## src/rtl/led_pwm_ctrl.sv

```systemverilog
// rtl/led_pwm_ctrl.sv - multi-channel LED driver: off/on/static PWM/breathing; breathing enabled by LED_PWM_BREATH_EN
module led_pwm_ctrl #(
    parameter int NUM_CH   = 8,
    parameter int PWM_W    = 8,
    parameter int PRESCALE = 16,
    parameter int STEP     = 1,
    localparam int CH_AW   = (NUM_CH > 1) ? $clog2(NUM_CH) : 1
) (
    input  logic              CLK,
    input  logic              RST_X,
    input  logic              wr_en,
    input  logic [CH_AW-1:0]  wr_addr,
    input  logic [1:0]        wr_mode,
    input  logic [PWM_W-1:0]  wr_duty,
    output logic [NUM_CH-1:0] LED,
    output logic              period_strb,
    output logic              wr_err
);
    localparam int              PS_W        = (PRESCALE > 1) ? $clog2(PRESCALE) : 1;
    localparam logic [PS_W-1:0] PS_LAST     = PS_W'(PRESCALE - 1);
    localparam logic [CH_AW:0]  CH_LIMIT    = (CH_AW + 1)'(NUM_CH);
    localparam logic [1:0]      MODE_OFF    = 2'd0;
    localparam logic [1:0]      MODE_ON     = 2'd1;
    localparam logic [1:0]      MODE_PWM    = 2'd2;
    localparam logic [1:0]      MODE_BREATH = 2'd3;

    if (NUM_CH < 1 || NUM_CH > 32 || PWM_W < 2 || PWM_W > 16 || PRESCALE < 1 ||
        STEP < 1 || STEP > (2 ** PWM_W) - 1) begin : g_bad_params
        $error("led_pwm_ctrl: parameter out of range");
    end

    logic [PS_W-1:0]   presc_q, presc_d;
    logic [PWM_W-1:0]  cnt_q, cnt_d;
    logic              strb_q, strb_d;
    logic              err_q, err_d;
    logic [NUM_CH-1:0] led_q, led_d;
    logic              tick, boundary;

    logic [1:0]        sh_mode_q  [NUM_CH];
    logic [1:0]        sh_mode_d  [NUM_CH];
    logic [PWM_W-1:0]  sh_duty_q  [NUM_CH];
    logic [PWM_W-1:0]  sh_duty_d  [NUM_CH];
    logic [1:0]        act_mode_q [NUM_CH];
    logic [1:0]        act_mode_d [NUM_CH];
    logic [PWM_W-1:0]  act_duty_q [NUM_CH];
    logic [PWM_W-1:0]  act_duty_d [NUM_CH];

`ifdef LED_PWM_BREATH_EN
    localparam logic [PWM_W:0] STEP_X = (PWM_W + 1)'(STEP);
    logic [PWM_W-1:0]  level_q  [NUM_CH];
    logic [PWM_W-1:0]  level_d  [NUM_CH];
    logic              dir_up_q [NUM_CH];
    logic              dir_up_d [NUM_CH];
    logic              restart;
    logic              base_up;
    logic [PWM_W-1:0]  base_lvl;
    logic [PWM_W:0]    sum;
`endif

    assign tick        = (presc_q == PS_LAST);
    assign boundary    = tick && (cnt_q == '1);
    assign LED         = led_q;
    assign period_strb = strb_q;
    assign wr_err      = err_q;

    always_comb begin
        presc_d = tick ? '0 : presc_q + PS_W'(1);
        cnt_d   = tick ? cnt_q + PWM_W'(1) : cnt_q;
        strb_d  = boundary;
        err_d   = wr_en && ({1'b0, wr_addr} >= CH_LIMIT);
    end

    always_comb begin
        sh_mode_d  = sh_mode_q;
        sh_duty_d  = sh_duty_q;
        act_mode_d = act_mode_q;
        act_duty_d = act_duty_q;
        led_d      = '0;
`ifdef LED_PWM_BREATH_EN
        level_d  = level_q;
        dir_up_d = dir_up_q;
        restart  = 1'b0;
        base_up  = 1'b1;
        base_lvl = '0;
        sum      = '0;
`endif
        for (int i = 0; i < NUM_CH; i++) begin
            if (wr_en && (wr_addr == CH_AW'(i))) begin
                sh_mode_d[i] = wr_mode;
                sh_duty_d[i] = wr_duty;
            end
            // Apply takes the shadow as it stood at the start of the boundary cycle
            if (boundary) begin
                act_mode_d[i] = sh_mode_q[i];
                act_duty_d[i] = sh_duty_q[i];
            end
`ifdef LED_PWM_BREATH_EN
            if (boundary && (sh_mode_q[i] == MODE_BREATH)) begin
                restart  = (act_mode_q[i] != MODE_BREATH) || (act_duty_q[i] != sh_duty_q[i]);
                base_lvl = restart ? '0 : level_q[i];
                base_up  = restart ? 1'b1 : dir_up_q[i];
                if (base_up) begin
                    sum = {1'b0, base_lvl} + STEP_X;
                    if (sum >= {1'b0, sh_duty_q[i]}) begin
                        level_d[i]  = sh_duty_q[i];
                        dir_up_d[i] = 1'b0;
                    end else begin
                        level_d[i]  = sum[PWM_W-1:0];
                        dir_up_d[i] = 1'b1;
                    end
                end else if ({1'b0, base_lvl} <= STEP_X) begin
                    level_d[i]  = '0;
                    dir_up_d[i] = 1'b1;
                end else begin
                    level_d[i]  = base_lvl - STEP_X[PWM_W-1:0];
                    dir_up_d[i] = 1'b0;
                end
            end
`endif
            case (act_mode_q[i])
                MODE_OFF: led_d[i] = 1'b0;
                MODE_ON:  led_d[i] = 1'b1;
                MODE_PWM: led_d[i] = (cnt_q < act_duty_q[i]);
`ifdef LED_PWM_BREATH_EN
                default:  led_d[i] = (cnt_q < level_q[i]);
`else
                default:  led_d[i] = (cnt_q < act_duty_q[i]);
`endif
            endcase
        end
    end

    always_ff @(posedge CLK or negedge RST_X) begin
        if (!RST_X) begin
            presc_q <= '0;
            cnt_q   <= '0;
            strb_q  <= 1'b0;
            err_q   <= 1'b0;
            led_q   <= '0;
            for (int i = 0; i < NUM_CH; i++) begin
                sh_mode_q[i]  <= '0;
                sh_duty_q[i]  <= '0;
                act_mode_q[i] <= '0;
                act_duty_q[i] <= '0;
`ifdef LED_PWM_BREATH_EN
                level_q[i]    <= '0;
                dir_up_q[i]   <= 1'b1;
`endif
            end
        end else begin
            presc_q    <= presc_d;
            cnt_q      <= cnt_d;
            strb_q     <= strb_d;
            err_q      <= err_d;
            led_q      <= led_d;
            sh_mode_q  <= sh_mode_d;
            sh_duty_q  <= sh_duty_d;
            act_mode_q <= act_mode_d;
            act_duty_q <= act_duty_d;
`ifdef LED_PWM_BREATH_EN
            level_q    <= level_d;
            dir_up_q   <= dir_up_d;
`endif
        end
    end
endmodule
```

## config.mk

```make
export PLATFORM = sky130hd
export DESIGN_NAME = led_pwm_ctrl
export DESIGN_NICKNAME = d
export VERILOG_FILES = /design/src/rtl/led_pwm_ctrl.sv
export SDC_FILE = /design/constraint.sdc
export NUM_CORES = 1
export LEC_CHECK = 0
export ABC_AREA = 1
export CORE_UTILIZATION = 61
export DETAILED_ROUTE_END_ITERATION = 12
export PLACE_DENSITY_LB_ADDON = 0.1
export SETUP_SLACK_MARGIN = 0.3
export SYNTH_ARGS = -nofsm -noshare
export SYNTH_HDL_FRONTEND = slang
export SYNTH_SLANG_ARGS = --single-unit
```

## constraint.sdc

```tcl
create_clock -name CLK -period 1.8 [get_ports CLK]
set_clock_uncertainty 0.05 [all_clocks]
set_input_delay 0.18 -clock CLK [delete_from_list [all_inputs] [get_ports CLK]]
set_output_delay 0.18 -clock CLK [all_outputs]
set_load 0.005 [all_outputs]
```

# Yosys cells after proc, flatten, opt, wreduce, memory -nomap -nowiden
# Cells that the tools add are included.
classes:
  add_sub_neg: 2
  multipliers: 0
  div: 0
  n_lt_le_gt_ge: 8
  eq_ne: 17
  shift: 0
  mux: 9
  n_bitwise: 0
  reduce_logical: 18
ops:
  columns: ["op", "n"]
  rows:
  - ["$lt 8x8->1", 8]
  - ["$eq 2x1->1 const B", 8]
  - ["$logic_not 2->1", 8]
  - ["$pmux 1 s2", 8]
  - ["$eq 3x3->1 const B", 4]
  - ["$logic_and 1x1->1", 9]
  - ["$add 8x1->8 const B", 1]
  - ["$eq 8x8->1 const B", 1]
  - ["$eq 3x2->1 const B", 2]
  - ["$add 4x1->4 const B", 1]
  - ["$eq 4x4->1 const B", 1]
  - ["$mux 4", 1]
  - ["$eq 3x1->1 const B", 1]
  - ["$logic_not 3->1", 1]
totals:
  reg_bits: 181
  latch_bits: 0
  ram_bits: 0
  mem_bits_ro: 0
  out_inout_bits: 10
  memories: 0

# Longest topological paths before layout
# Gate-level depths: netlist (run 1).
depth:
  ltp_word: 2
  mapped_depth: 9
  depth_no_buf: 9

# Worst setup path after synthesis (run 1)
# OpenSTA, ideal clock, no wires.
synth_path:
  kind: "register -> register"
  startpoint: "reg cnt_q[1]"
  endpoint: "reg act_duty_q[11] (netlist bit)"
  setup_ns: 0.117
  arrival_time_ns: 1.439
  required_time_ns: 1.633
  setup_slack_ns: 0.194
  path_stages_with_launch: 9
  path_buffers: 2
  synth_period_minus_slack_ns: 1.606
  path_cell_list: "dfrtp_1 -> ha_1 -> nand2_1 -> nor2_2 -> nand3_4 -> buf_6 -> buf_6 -> nand2_1 -> o21ai_2"
synth_via:
  elab_chain_cells: 2
synth_lines:
  columns: ["item", "line", "rtl"]
  rows:
  - ["start, declared", "33", "logic [PWM_W-1:0] cnt_q, cnt_d;"]
  - ["start signal, assigned", "152", "cnt_q <= cnt_d;"]
  - ["$eq 8x8->1", "61", "assign boundary = tick && (cnt_q == '1);"]
  - ["$logic_and 1x1->1", "61", null]
  - ["end signal, assigned", "159", "act_duty_q <= act_duty_d;"]
  - ["end, declared", "45", "logic [PWM_W-1:0] act_duty_q [NUM_CH];"]
# Every way passes these cells.
# A chain may end at the register's enable or synchronous reset.

# Worst setup path in the final report (run 1)
layout_path:
  startpoint: "reg cnt_q[7]"
  endpoint: "reg act_duty_q[33] (netlist bit)"
# The elaborated chain is that of the path after synthesis.

==> reports/results.ini, run 1 <==
[power_and_ir_drop]
power_density_nw_per_um2=874
power.total_mw=9.62
power_switching_share_pct=22.5
power.internal_mw=7.45
p_leak_nw=5.45
p_comb_share_pct=7.1
peakVddDrop_v=0.000674
seqPwrFrac_pct=47.7
clkPwrFrac_pct=45.2
p_sw_mw=2.17

[critical_path]
cp.arrival_ns=1.92
required_ns=2.07
path_cells=inv_2 > nor3_4 > nand3_4 > buf_12 > clkbuf_16 > nand2_1 > o21ai_2
critPathKind=reg -> reg
cp-end-kind=flip-flop
worstPathMaxFanout=12
worst_path_max_delay_cell=dfrtp_4
crit_path_max_incr_delay_ns=0.53
crit_path_start_kind=flip-flop
reg2reg_slack_ns=0.16

[cells_and_area]
fillerInstances=785
nNetsFinal=1120
final_common_cell=nand2_1
synthToLayoutAreaGrowth_pct=29.2
regArea_um2=4540
drive_gt1_share_pct=22.1
layout_common_cells=nand2_1 (230), inv_1 (180), dfrtp_1 (176), o21ai_0 (81), o21ai_1 (45)
diodes=0
multiInputGateArea_um2=3740
utilization_pct=81.8

[global_routing]
overflow=0
grt_pass1_wl_um=31700
grt_max_degree=48
grt_usage_pct=29.3
first_global_vias=6171
antenna_found_initial=0

[drt]
ant_nets=0
routed_wl_um=22300
first_pass_iters=6
viasPerCell=5.51
num_vias=6801
route.detailed.drc=0
drt_iter0_drc=457
route.detailed.wl_per_inst_um=18.1

[clocking]
clkTransAtPathRegs_ns=0.07
clock_latency_ns=0.43
ctsRootBufferMaster=clkbuf_16
cts.sink_count=181
cts.htree.levels=4
cts_inserted_buffers=17
cts.path.max_buffers=2
tritoncts=done

[die]
fp.dieH_um=120
num_rows=42
die_area_um2=14400
die_w_um=120
initial_core_util_pct=63.3
core_um2=13500
io-pin-count=26

[yosys]
synth_cell_type_count=25
synth.area.top_cells=dfrtp_1 (53%), nand2_1 (12%), ha_1 (8.5%)
ys_ff_latch=181
synth_top_area_share_pct=53.2
yosysWarnings=0
synth_nets=1050
synthCells=976
avgSynthCellArea_um2=8.73
yosys.area.top_type=dfrtp_1
synth.yosys.seq_area_share_pct=53.2
syn-cell-area_um2=8520

[sta]
grt_setup_unrepaired=true
fin_setup_tns_ns=0
finalHoldViolations=0
fmax_mhz=608
setup_viol=0
period_needed_ns=1.64
fin_crit_sh_pct=91.4
relSlewSlack_pct=65.0
worst_pin_slew_ns=0.525
slew_viol_final=0

[run_status]
status=complete, no violations

[placed_design]
place.gp.congestion=0.795
dpl.hpwl_um=11100
port_buffers=24

[hold_path]
hold_path_class=in -> async

[flow_run]
cap_viol_max_count=0

## power by group through the flow
stage / clock, mW / sequential [mW] / combinational, mW
after floorplan: 0 / 4.60 / 0.397
after global placement: 0 / 4.63 / 0.613
after detailed placement: 0 / 4.65 / 0.641
after CTS: 4.37 / 4.57 / 0.652
after global routing: 4.52 / 4.62 / 0.798
final: 4.34 / 4.59 / 0.683
## repair_timing
item	in CTS	in global routing
hold buffers	1	0
resized for setup	44	138
setup endpoints to repair	91	91
pin swaps	13	18
hold endpoints to repair	136	0
gates cloned	4	10
setup buffers	18	4
## sequential cells by signal, summed over array words and instances, names as in the netlist
register,cells
LED,8
act_duty_q,64
act_mode_q,16
cnt_q,8
period_strb,1
presc_q,4
sh_duty_q,64
sh_mode_q,16
## cell families after synthesis
| logic type | share of synthesized area, % |
|---|---|
| and+or+nand+nor | 14.6 |
| buffers and inverters | 10.7 |
| AOI/OAI and AO/OA | 12.2 |
| DFF | 53.2 |
| adders and majority gates | 8.52 |
| xor gates and xnor gates | 0.720 |
| other | 0.0440 |
## worst max-delay path, delay by kind of cell (launching register included)
family                 cells  cell delay (ns)
AOI/OAI and AO/OA          1             0.07
buffers and inverters      3             0.46
and+or+nand+nor            3             0.42
DFF                        1             0.53
## cell type report
type,count,share of cell area [%]
clock buffers,22,4.22
flip-flops and latches,181,41.2
repair buffers,85,10.1
clock inverters,10,2.05
multi-input cells,576,34.0
well taps,176,2.00
inverters,185,6.40
## final timing paths
check,from,endpoint,cells after the start
max,cnt_q[7],act_duty_q[33],7
min,RST_X,presc_q[1],2
max reg2reg,cnt_q[7],act_duty_q[33],7
min reg2reg,act_duty_q[3],act_duty_q[3],2
max in group asynchronous,RST_X,act_duty_q[45],3
min in group CLK,wr_mode[0],sh_mode_q[0],3
## per-layer routing
| layer | wire length [um] | track usage (%) |
|---|---|---|
| met5 | 0 | 0 |
| met4 | 664 | 10.8 |
| met3 | 1350 | 4.99 |
| met2 | 11300 | 47.6 |
| met1 | 9010 | 39.8 |
## stage by stage
stage / cells / hold slack [ns] / setup WS (ns) / area (um2)
2_1_floorplan: 976 / -0.166 / 0.304 / 8540
3_3_place_gp: 1166 / 0.0622 / 0.149 / 9070
3_5_place_dp: 1166 / 0.0620 / 0.0854 / 9070
4_1_cts: 1221 / 0.171 / 0.246 / 10200
5_1_grt: 1235 / 0.197 / 0.110 / 11000
6_report: 1235 / 0.165 / 0.156 / 11000
## cell usage after synthesis (all sizes together)
library cell and count:
clkbuf 21, conb 1, ha 58, nor2 25, inv 184, clkinv 1
nand4 1, nor3 2, dfrtp 181, o21ai 169, a21oi 24, nand2 282
xor2 5, xnor2 2, or2 1, nand3 6, buf 13
(Power assumes the default switching activity.)
==> inputs of run 2 (changes only) <==
--- a/config.mk
+++ b/config.mk
@@ -6,10 +6,10 @@
 export NUM_CORES = 1
 export LEC_CHECK = 0
 export ABC_AREA = 1
+export ABC_CLOCK_PERIOD_IN_PS = 1800
 export CORE_UTILIZATION = 61
 export DETAILED_ROUTE_END_ITERATION = 12
 export PLACE_DENSITY_LB_ADDON = 0.1
-export SETUP_SLACK_MARGIN = 0.3
 export SYNTH_ARGS = -nofsm -noshare
 export SYNTH_HDL_FRONTEND = slang
 export SYNTH_SLANG_ARGS = --single-unit
==> reports/results.ini, run 2 (synthesized netlist as in run 1, its figures left out) <==
[run_status]
status=complete, no violations

[sta]
relSlewSlack_pct=64.3
fin_hold_ws_ns=0.206
period_needed_ns=1.62
finalHoldViolations=0
slew_viol_final=0
setup_ws_ns=0.180
grt_setup_unrepaired=false
fin_crit_sh_pct=90.0
setup_viol=0
fmax_mhz=617
fin_setup_tns_ns=0
worst_pin_slew_ns=0.535

[power_and_ir_drop]
p_leak_nw=4.90
power.total_mw=8.88
power_density_nw_per_um2=919
peakVddDrop_v=0.000897

[drt]
viasPerCell=5.07
ant_nets=0
route.detailed.drc=0
num_vias=6092
first_pass_iters=5
routed_wl_um=17000
route.detailed.wl_per_inst_um=14.2
drt_iter0_drc=353

[die]
num_rows=42
fp.dieH_um=120
initial_core_util_pct=63.3
die_area_um2=14400
io-pin-count=26
die_w_um=120
core_um2=13500

[critical_path]
worstPathMaxFanout=66
crit_path_max_incr_delay_ns=0.43
worst_path_max_delay_cell=dfrtp_1
crit_path_start_kind=flip-flop
path_cells=ha_1 > nand2_1 > nor2_2 > nand3_4 > buf_12 > nand2_1 > o21ai_2
required_ns=2.05
cp.arrival_ns=1.87
cp_common_cell=nand2_1
cp-end-kind=flip-flop
critPathKind=reg -> reg

[cells_and_area]
final_common_cell=nand2_1
diodes=0
drive_gt1_share_pct=7.90
final_area_um2=9670
utilization_pct=71.9
layout_common_cells=nand2_1 (282), inv_1 (183), dfrtp_1 (181), o21ai_0 (89), o21ai_1 (60)
nNetsFinal=1086
reg_top3=act_duty_q (64), sh_duty_q (64)
finalNonFillerCells=1201
synthToLayoutAreaGrowth_pct=13.5

[clocking]
cts.path.max_buffers=2
tritoncts=done
ctsRootBufferMaster=clkbuf_16
cts_inserted_buffers=17
post_cts_resized=0
clock_latency_ns=0.43
cts.sink_count=181
clkTransAtPathRegs_ns=0.06
cts.htree.levels=4

[global_routing]
grt_usage_pct=26.2
grt_max_degree=67
first_global_vias=5868
antenna_found_initial=0
grt_pass1_wl_um=28600
overflow=0

[placed_design]
place.gp.congestion=0.807
placement.cell_area_um2=9080
place_ws_ns=0.132
port_buffers=24
dpl.hpwl_um=11200
dp.cells=1168

[hold_path]
hold_path_class=in -> async

[flow_run]
cap_viol_max_count=0

run 2: cell types whose count changed in the layout (fill, tap and decap cells not counted), sizes merged:
cell / before / now
buf: 53 / 27
bufinv: 7 / 2
clkbuf: 30 / 25
clkdlybuf4s50: 18 / 23
clkinvlp: 0 / 3
dlygate4sd2: 3 / 0
dlymetal6s2s: 2 / 0
inv: 185 / 184
run 2: timing repair:
item	in CTS	in global routing
hold buffers	1	0
setup endpoints to repair	0	0
setup buffers	0	0
endpoints found under the hold margin	55	0
run 2: report_power, final:
group / switching (mW) / total (mW) / internal, mW
clock: 1.50 / 3.66 / 2.16
sequential: 0.166 / 4.57 / 4.41
combinational: 0.411 / 0.645 / 0.234
total: 2.08 / 8.88 / 6.80
run 2: layout make-up:
| type | instances | area (um2) |
|---|---|---|
| Fill cell | 1047 | 3780 |
| Sequential cell | 181 | 4530 |
| Clock buffer | 25 | 485 |
| Inverter | 185 | 697 |
| Timing Repair Buffer | 51 | 559 |
| Multi-Input combinational cell | 576 | 3080 |
| Tap cell | 176 | 220 |
| Clock inverter | 7 | 96.3 |
run 2: layer usage:
metal	wire length (um)	vias to the layer above	track usage (%)
li1	-	3091	-
met1	8000	2902	35.5
met2	8230	85	43.3
met3	621	14	4.99
met4	193	0	6.95
met5	0	-	0
run 2: final timing paths:
kind                                from              to  slack, ns  cells past startpoint
max reg2reg                     cnt_q[1]  act_duty_q[18]       0.18                      7
max in group asynchronous          RST_X  act_mode_q[12]       0.88                      3
min reg2reg                act_mode_q[4]          LED[5]       0.43                      2
min in group CLK              wr_duty[1]    sh_duty_q[1]       0.29                      3
min                                RST_X      presc_q[2]       0.21                      2
max                             cnt_q[1]  act_duty_q[18]       0.18                      7
run 2: worst max-delay path: cells and delay by family (launching register included):
family,cells,cell delay [ns]
DFF,1,0.43
adders and majority gates,1,0.20
and+or+nand+nor,4,0.51
buffers and inverters,1,0.23
AOI/OAI and AO/OA,1,0.05
